**config.mk**
```make
export PLATFORM = sky130hd
export DESIGN_NAME = uart_fifo_ctrl
export DESIGN_NICKNAME = d
export VERILOG_FILES = /design/src/rtl/uart_fifo_ctrl.sv
export SDC_FILE = /design/constraint.sdc
export NUM_CORES = 1
export LEC_CHECK = 0
export CAP_MARGIN = 0
export CORE_ASPECT_RATIO = 0.6
export CORE_MARGIN = 4
export CORE_UTILIZATION = 53
export CTS_CLUSTER_SIZE = 30
export DETAILED_ROUTE_END_ITERATION = 10
export GPL_TIMING_DRIVEN = 0
export HOLD_SLACK_MARGIN = 0.02
export PLACE_DENSITY = 0.83
export SETUP_SLACK_MARGIN = 0.05
export SYNTH_ARGS = -nofsm -noshare
export SYNTH_HDL_FRONTEND = slang
export SYNTH_SLANG_ARGS = --single-unit
```
**constraint.sdc**
```tcl
create_clock -name clk -period 2.9 [get_ports clk]
set_input_delay 0.87 -clock clk [delete_from_list [all_inputs] [get_ports clk]]
set_output_delay 0.87 -clock clk [all_outputs]
set_load 0.05 [all_outputs]
```
**src/rtl/uart_fifo_ctrl.sv**
```systemverilog
// uart_fifo_ctrl
//   Parametrised first-word-fall-through FIFO for the UART Tx/Rx paths, with
//   occupancy level, threshold flag, sticky overrun/underrun flags, receive
//   idle timeout and one registered, masked interrupt.
//
// Ports
//   clk, rst      rising-edge clock, asynchronous active-high reset
//   clr           synchronous flush (pointers, level, counter, sticky flags)
//   w_data/w_request   push side, one word per cycle
//   r_request/r_data   pop side, r_data shows the head word combinationally
//   thr_level     threshold for thr_status (0 disables)
//   to_limit      idle timeout in to_tick units (0 disables)
//   to_tick       timeout time-base strobe
//   irq_en        enables {timeout, underrun, overrun, thr, empty}
//   level, full_status, empty_status, thr_status   occupancy status
//   overrun, underrun, timeout                     sticky error/event flags
//   irq           registered OR of the enabled sources
module uart_fifo_ctrl #(
    parameter int WIDTH = 8,
    parameter int DEPTH = 16,
    parameter int TO_W  = 16,
    localparam int AW   = $clog2(DEPTH)
) (
    input  logic             clk,
    input  logic             rst,
    input  logic             clr,
    input  logic [WIDTH-1:0] w_data,
    input  logic             w_request,
    input  logic             r_request,
    output logic [WIDTH-1:0] r_data,
    input  logic [AW:0]      thr_level,
    input  logic [TO_W-1:0]  to_limit,
    input  logic             to_tick,
    input  logic [4:0]       irq_en,
    output logic [AW:0]      level,
    output logic             full_status,
    output logic             empty_status,
    output logic             thr_status,
    output logic             overrun,
    output logic             underrun,
    output logic             timeout,
    output logic             irq
);

    logic [WIDTH-1:0] mem [DEPTH];
    logic [AW-1:0]    wr_ptr, rd_ptr;
    logic [TO_W-1:0]  to_cnt;
    logic [TO_W-1:0]  to_cnt_inc;
    logic             pop_ok, push_ok;
    logic             to_hold;
    logic [4:0]       irq_src;

    // Status is decoded from the registered level only.
    assign empty_status = (level == '0);
    assign full_status  = (level == (AW+1)'(DEPTH));
    assign thr_status   = (thr_level != '0) && (level >= thr_level);

    // A pop frees a slot in the same cycle, so a full FIFO still accepts
    // a push that is paired with a pop.
    assign pop_ok  = r_request & ~empty_status;
    assign push_ok = w_request & (~full_status | pop_ok);

    assign r_data = mem[rd_ptr];

    // Any traffic, an empty FIFO or a disabled limit keeps the counter at 0.
    assign to_hold    = push_ok | pop_ok | empty_status | (to_limit == '0);
    assign to_cnt_inc = to_cnt + TO_W'(1);

    assign irq_src = {timeout, underrun, overrun, thr_status, empty_status};

    // Storage is not reset; contents are meaningless until written.
    always_ff @(posedge clk) begin
        if (push_ok && !clr)
            mem[wr_ptr] <= w_data;
    end

    always_ff @(posedge clk or posedge rst) begin
        if (rst) begin
            wr_ptr   <= '0;
            rd_ptr   <= '0;
            level    <= '0;
            to_cnt   <= '0;
            overrun  <= 1'b0;
            underrun <= 1'b0;
            timeout  <= 1'b0;
        end else if (clr) begin
            wr_ptr   <= '0;
            rd_ptr   <= '0;
            level    <= '0;
            to_cnt   <= '0;
            overrun  <= 1'b0;
            underrun <= 1'b0;
            timeout  <= 1'b0;
        end else begin
            // Pointers are AW bits, so DEPTH-1 wraps to 0 naturally.
            if (push_ok) wr_ptr <= wr_ptr + AW'(1);
            if (pop_ok)  rd_ptr <= rd_ptr + AW'(1);

            case ({push_ok, pop_ok})
                2'b10:   level <= level + (AW+1)'(1);
                2'b01:   level <= level - (AW+1)'(1);
                default: level <= level;
            endcase

            if (w_request && full_status && !pop_ok) overrun  <= 1'b1;
            if (r_request && empty_status)           underrun <= 1'b1;

            if (to_hold)
                to_cnt <= '0;
            else if (to_tick && (to_cnt < to_limit))
                to_cnt <= to_cnt_inc;

            // A push restarts the idle count but leaves a raised timeout;
            // only reading the data acknowledges it.
            if (pop_ok)
                timeout <= 1'b0;
            else if (!to_hold && to_tick && (to_cnt < to_limit) &&
                     (to_cnt_inc == to_limit))
                timeout <= 1'b1;
        end
    end

    always_ff @(posedge clk or posedge rst) begin
        if (rst) irq <= 1'b0;
        else     irq <= |(irq_en & irq_src);
    end

endmodule
```
==> impl_metrics.csv <==
group,metric,value,unit
status,run_status,"finished, violations left",
status,violated_checks,"negative setup slack",
grt,grt_usage,23.88,%
sta,period_needed,3.324,ns
setup_path,cp-end-kind,"output port",
sta,timing.max_slew.rel_slack,34.36,%
cts,clock_latency,0.43,ns
grt,overflow,0,
setup_path,count_of_buffering_cells_on_the_critical_path_with_inverters_included,3,
grt,grt_first_pass_wirelength,28570,um
synthesis,synthesis.instances,524,
job,max-cap-violations,0,
synthesis,ys_ff_latch,161,
detailed_routing,met2RoutedLength,8536,um
finish,final_util,68.00,%
setup_path,critical-path-top-cell-by-count,"sky130_fd_sc_hd__mux4_2",
detailed_routing,drt_first_iter_violations,511,
synthesis,syn_nets,595,
power_and_ir_drop,power.share.clock,31.0,%
setup_path,crit_chain,"buf_8 -> buf_12 -> mux4_2 -> mux4_2 -> buf_6",
setup_path,path_class,"flop to output port",
cts,clk_path_buf_depth,2,
placed_design,routabilityCongestion,0.8903,
finish,layoutNonFillerInstCount,827,
detailed_routing,route.final.wire_length,18770,um
cts,tritoncts,"done",
cts,numClockSinks,161,
synthesis,synthesis.yosys.warnings,0,
floorplanning,floorplan.die.height,101.1,um
power_and_ir_drop,ir_drop,0.0003456,V
power_and_ir_drop,switching_share,32.85,%
synthesis,synth.distinct_cells,53,
floorplanning,die_w,163.1,um
finish,final_nets,693,
finish,synthToLayoutAreaGrowth,23.32,%
grt,grt_antenna_before_repair,0,
power_and_ir_drop,power.internal,0.004780,W
grt,vias_in_the_first_global_route,4830,
sta,rsz0062_at_grt,"yes",
detailed_routing,routedWlPerCell,22.70,um
setup_path,critical_path.startpoint_type,"flop",
sta,drv_slew,0,
synthesis,synth-edff-count,128,
placed_design,io_buffer_count,58,
floorplanning,core,13870,um2
cts,cts_root_cell,"sky130_fd_sc_hd__clkbuf_16",
sta,tightest_slew,0.9810,ns
synthesis,synth.largest_area_cell,"sky130_fd_sc_hd__edfxtp_1",
detailed_routing,viasPerCell,6.010,
synthesis,synth_top_area_share,50.25,%
finish,post_route_cells_drive_above_1_share,24.72,%
power_and_ir_drop,pwr-share-comb,31.7,%
synthesis,synth_top_flop_cell,"sky130_fd_sc_hd__edfxtp_1",
detailed_routing,route.met3.wl,1703,um
detailed_routing,met1Wirelength,8306,um
synthesis,avgSynthCellArea,14.60,um2
sta,setup_ws,-0.4237,ns
sta,timing_hold_violations_final,0,
finish,num_antenna_cells,0,
setup_path,max_stage_delay,0.58,ns
synthesis,post-synth-top-count-cell,"sky130_fd_sc_hd__edfxtp_1",
detailed_routing,drc,0,
synthesis,asyncSetResetFlopFracSynth,20.50,%
floorplanning,initial_standard_cell_utilization_of_the_core,55.14,%
floorplanning,floorplan.io_pins,60,
min_path,hp-class,"flop to flop",
sta,setup_viol_count_final,9,
detailed_routing,highest_layer,"met4",
synthesis,synth_top_cells_by_area,"sky130_fd_sc_hd__edfxtp_1 50%, sky130_fd_sc_hd__mux4_2 12%, sky130_fd_sc_hd__dfrtp_1 11%",
setup_path,cp_top_family,"multiplexers",
setup_path,worstPathMaxFanout,6,
grt,grt_max_degree,34,
placed_design,numPlacedInstances,774,
cts,ctsHoldBuffers,0,
cts,tritoncts.num_buffers,17,
sta,fmax_achieved,300.9,MHz
detailed_routing,postRouteAntennaNets,0,
setup_path,timing.critical_path.arrival,2.45,ns
placed_design,dp_hpwl,12120,um
sta,final.setup_skew,0.01017,ns
sta,min_period_over_period,114.6,%
cts,clock_tree.htree_level_count,4,
detailed_routing,detailedRoute.firstPassIterationCount,5,
floorplanning,die_area,16480,um2
synthesis,synthTopCellsByCount,"128 x sky130_fd_sc_hd__edfxtp_1, 61 x sky130_fd_sc_hd__nor2_1, 40 x sky130_fd_sc_hd__mux4_2, 33 x sky130_fd_sc_hd__dfrtp_1, 30 x sky130_fd_sc_hd__ha_1",
cts,cts.clk_slew.worst_paths,0.07,ns
floorplanning,core.rowCount,33,
finish,fill_cells,917,
power_and_ir_drop,seq_power_share,37.2,%
detailed_routing,routed-via-count,4970,
placed_design,place_worst_setup_slack,-1.174,ns
setup_path,crit_required,2.03,ns
power_and_ir_drop,leakage,3.559,nW
synthesis,seq_area_frac_synth,61.04,%
power_and_ir_drop,netSwitchingPower,0.002338,W
setup_path,critPathSlowestCell,"sky130_fd_sc_hd__mux4_2",
power_and_ir_drop,power_density,754.6,nW/um2
synthesis,post_synth_instance_area,7650,um2
## registers in the layout (all words and copies together), names as in the netlist
name and count:
timeout 1, underrun 1, overrun 1, wr_ptr 4
to_cnt 16, mem 128, level 5, rd_ptr 4
irq 1
## through the flow
step / power (W) / hold WS, ns / area, um2 / TNS [ns]
global route: 0.007393 / 0.6118 / 9434 / -3.621
CTS: 0.007091 / 0.5737 / 9376 / -3.313
floorplan: 0.003987 / 0.5470 / 7667 / -0.01281
detailed placement: 0.004579 / 0.5551 / 8488 / -35.04
global placement: 0.004518 / 0.5229 / 8488 / -25.79
finish: 0.007119 / 0.5738 / 9434 / -3.235
## tightest hold or removal path: stages (launching register included)
cell	delay, ns
sky130_fd_sc_hd__dfrtp_1	0.38
sky130_fd_sc_hd__a21oi_1	0.05
sky130_fd_sc_hd__nor2_1	0.10
## cell usage in the layout (no fill, tap or decap), types with 4 or more instances in the layout
cell                              instances
sky130_fd_sc_hd__inv_6                    5
sky130_fd_sc_hd__a21o_1                   6
sky130_fd_sc_hd__buf_4                   16
sky130_fd_sc_hd__nor3_1                   4
sky130_fd_sc_hd__a21oi_1                 13
sky130_fd_sc_hd__nand2b_1                 4
sky130_fd_sc_hd__buf_12                   5
sky130_fd_sc_hd__nand3_1                 13
sky130_fd_sc_hd__xor2_1                  27
sky130_fd_sc_hd__dlymetal6s2s_1           5
sky130_fd_sc_hd__nor2_1                  60
sky130_fd_sc_hd__buf_6                   11
sky130_fd_sc_hd__a211oi_1                 4
sky130_fd_sc_hd__nor4_1                   6
sky130_fd_sc_hd__inv_1                   26
sky130_fd_sc_hd__clkbuf_1                 4
sky130_fd_sc_hd__edfxtp_1               128
sky130_fd_sc_hd__nand4_1                 10
sky130_fd_sc_hd__o21ai_0                  4
sky130_fd_sc_hd__xnor2_1                 13
sky130_fd_sc_hd__buf_2                    8
sky130_fd_sc_hd__clkbuf_2                 7
sky130_fd_sc_hd__ha_4                     4
sky130_fd_sc_hd__mux4_2                  40
sky130_fd_sc_hd__nand2_1                 28
sky130_fd_sc_hd__inv_8                    4
sky130_fd_sc_hd__ha_1                    26
sky130_fd_sc_hd__clkdlybuf4s50_1         29
sky130_fd_sc_hd__clkbuf_16               17
sky130_fd_sc_hd__dfrtp_1                 31
sky130_fd_sc_hd__mux2i_1                  5
## cell families after synthesis
group	after synthesis	synth area share [%]
muxes	46	12.58
adders and majority gates	31	5.168
DFF	161	61.04
xor gates and xnor gates	40	4.580
AOI/OAI and AO/OA	48	4.334
and+or+nand+nor	148	9.585
buffers and inverters	50	2.715
## timing repair
| item | in CTS | in global routing |
|---|---|---|
| pin swaps | 12 | 8 |
| endpoints found under the setup margin | 30 | 28 |
| resized for setup | 126 | 37 |
| gates cloned | 2 | 0 |
| buffers inserted | 14 | 7 |
## worst paths after layout
path | endpoint | cells past startpoint | slack [ns] | startpoint
max in group asynchronous | level[0]$_DFFE_PP0P_ | 2 | 1.50 | rst
min | underrun$_DFFE_PP0P_ | 2 | 0.57 | underrun$_DFFE_PP0P_
max | r_data[0] | 5 | -0.42 | rd_ptr[0]$_DFFE_PP0N_
max reg2reg | level[4]$_DFFE_PP0P_ | 12 | 0.23 | level[0]$_DFFE_PP0P_
min reg2reg | underrun$_DFFE_PP0P_ | 2 | 0.57 | underrun$_DFFE_PP0P_
min in group asynchronous | overrun$_DFFE_PP0P_ | 2 | 0.89 | rst
## routing by layer
metal	vias to the layer above	GRT usage, %
met5	-	0
met4	0	4.961
met3	30	6.743
met2	262	35.70
met1	2493	35.54
li1	2185	-
## layout make-up
| cell class | instances | area, um2 | area share (%) |
|---|---|---|---|
| Sequential cell | 161 | 4672 | 49.52 |
| Multi-Input combinational cell | 313 | 2893 | 30.66 |
| Timing Repair Buffer | 79 | 747.0 | 7.918 |
| Clock buffer | 17 | 425.4 | 4.509 |
| Tap cell | 192 | 240.2 | 2.546 |
| Buffer | 21 | 181.4 | 1.923 |
| Clock inverter | 15 | 163.9 | 1.737 |
| Inverter | 29 | 111.4 | 1.180 |
## power by group through the flow
| stage | registers [W] | logic (W) | clock network (W) |
|---|---|---|---|
| 6_report | 0.00265 | 0.00226 | 0.00221 |
| 5_1_grt | 0.00266 | 0.00239 | 0.00234 |
| 4_1_cts | 0.00265 | 0.00224 | 0.00220 |
| 3_5_place_dp | 0.00270 | 0.00188 | 0 |
| 3_3_place_gp | 0.00270 | 0.00182 | 0 |
| 2_1_floorplan | 0.00282 | 0.00117 | 0 |
No activity file was read; power rests on OpenSTA's default activity.
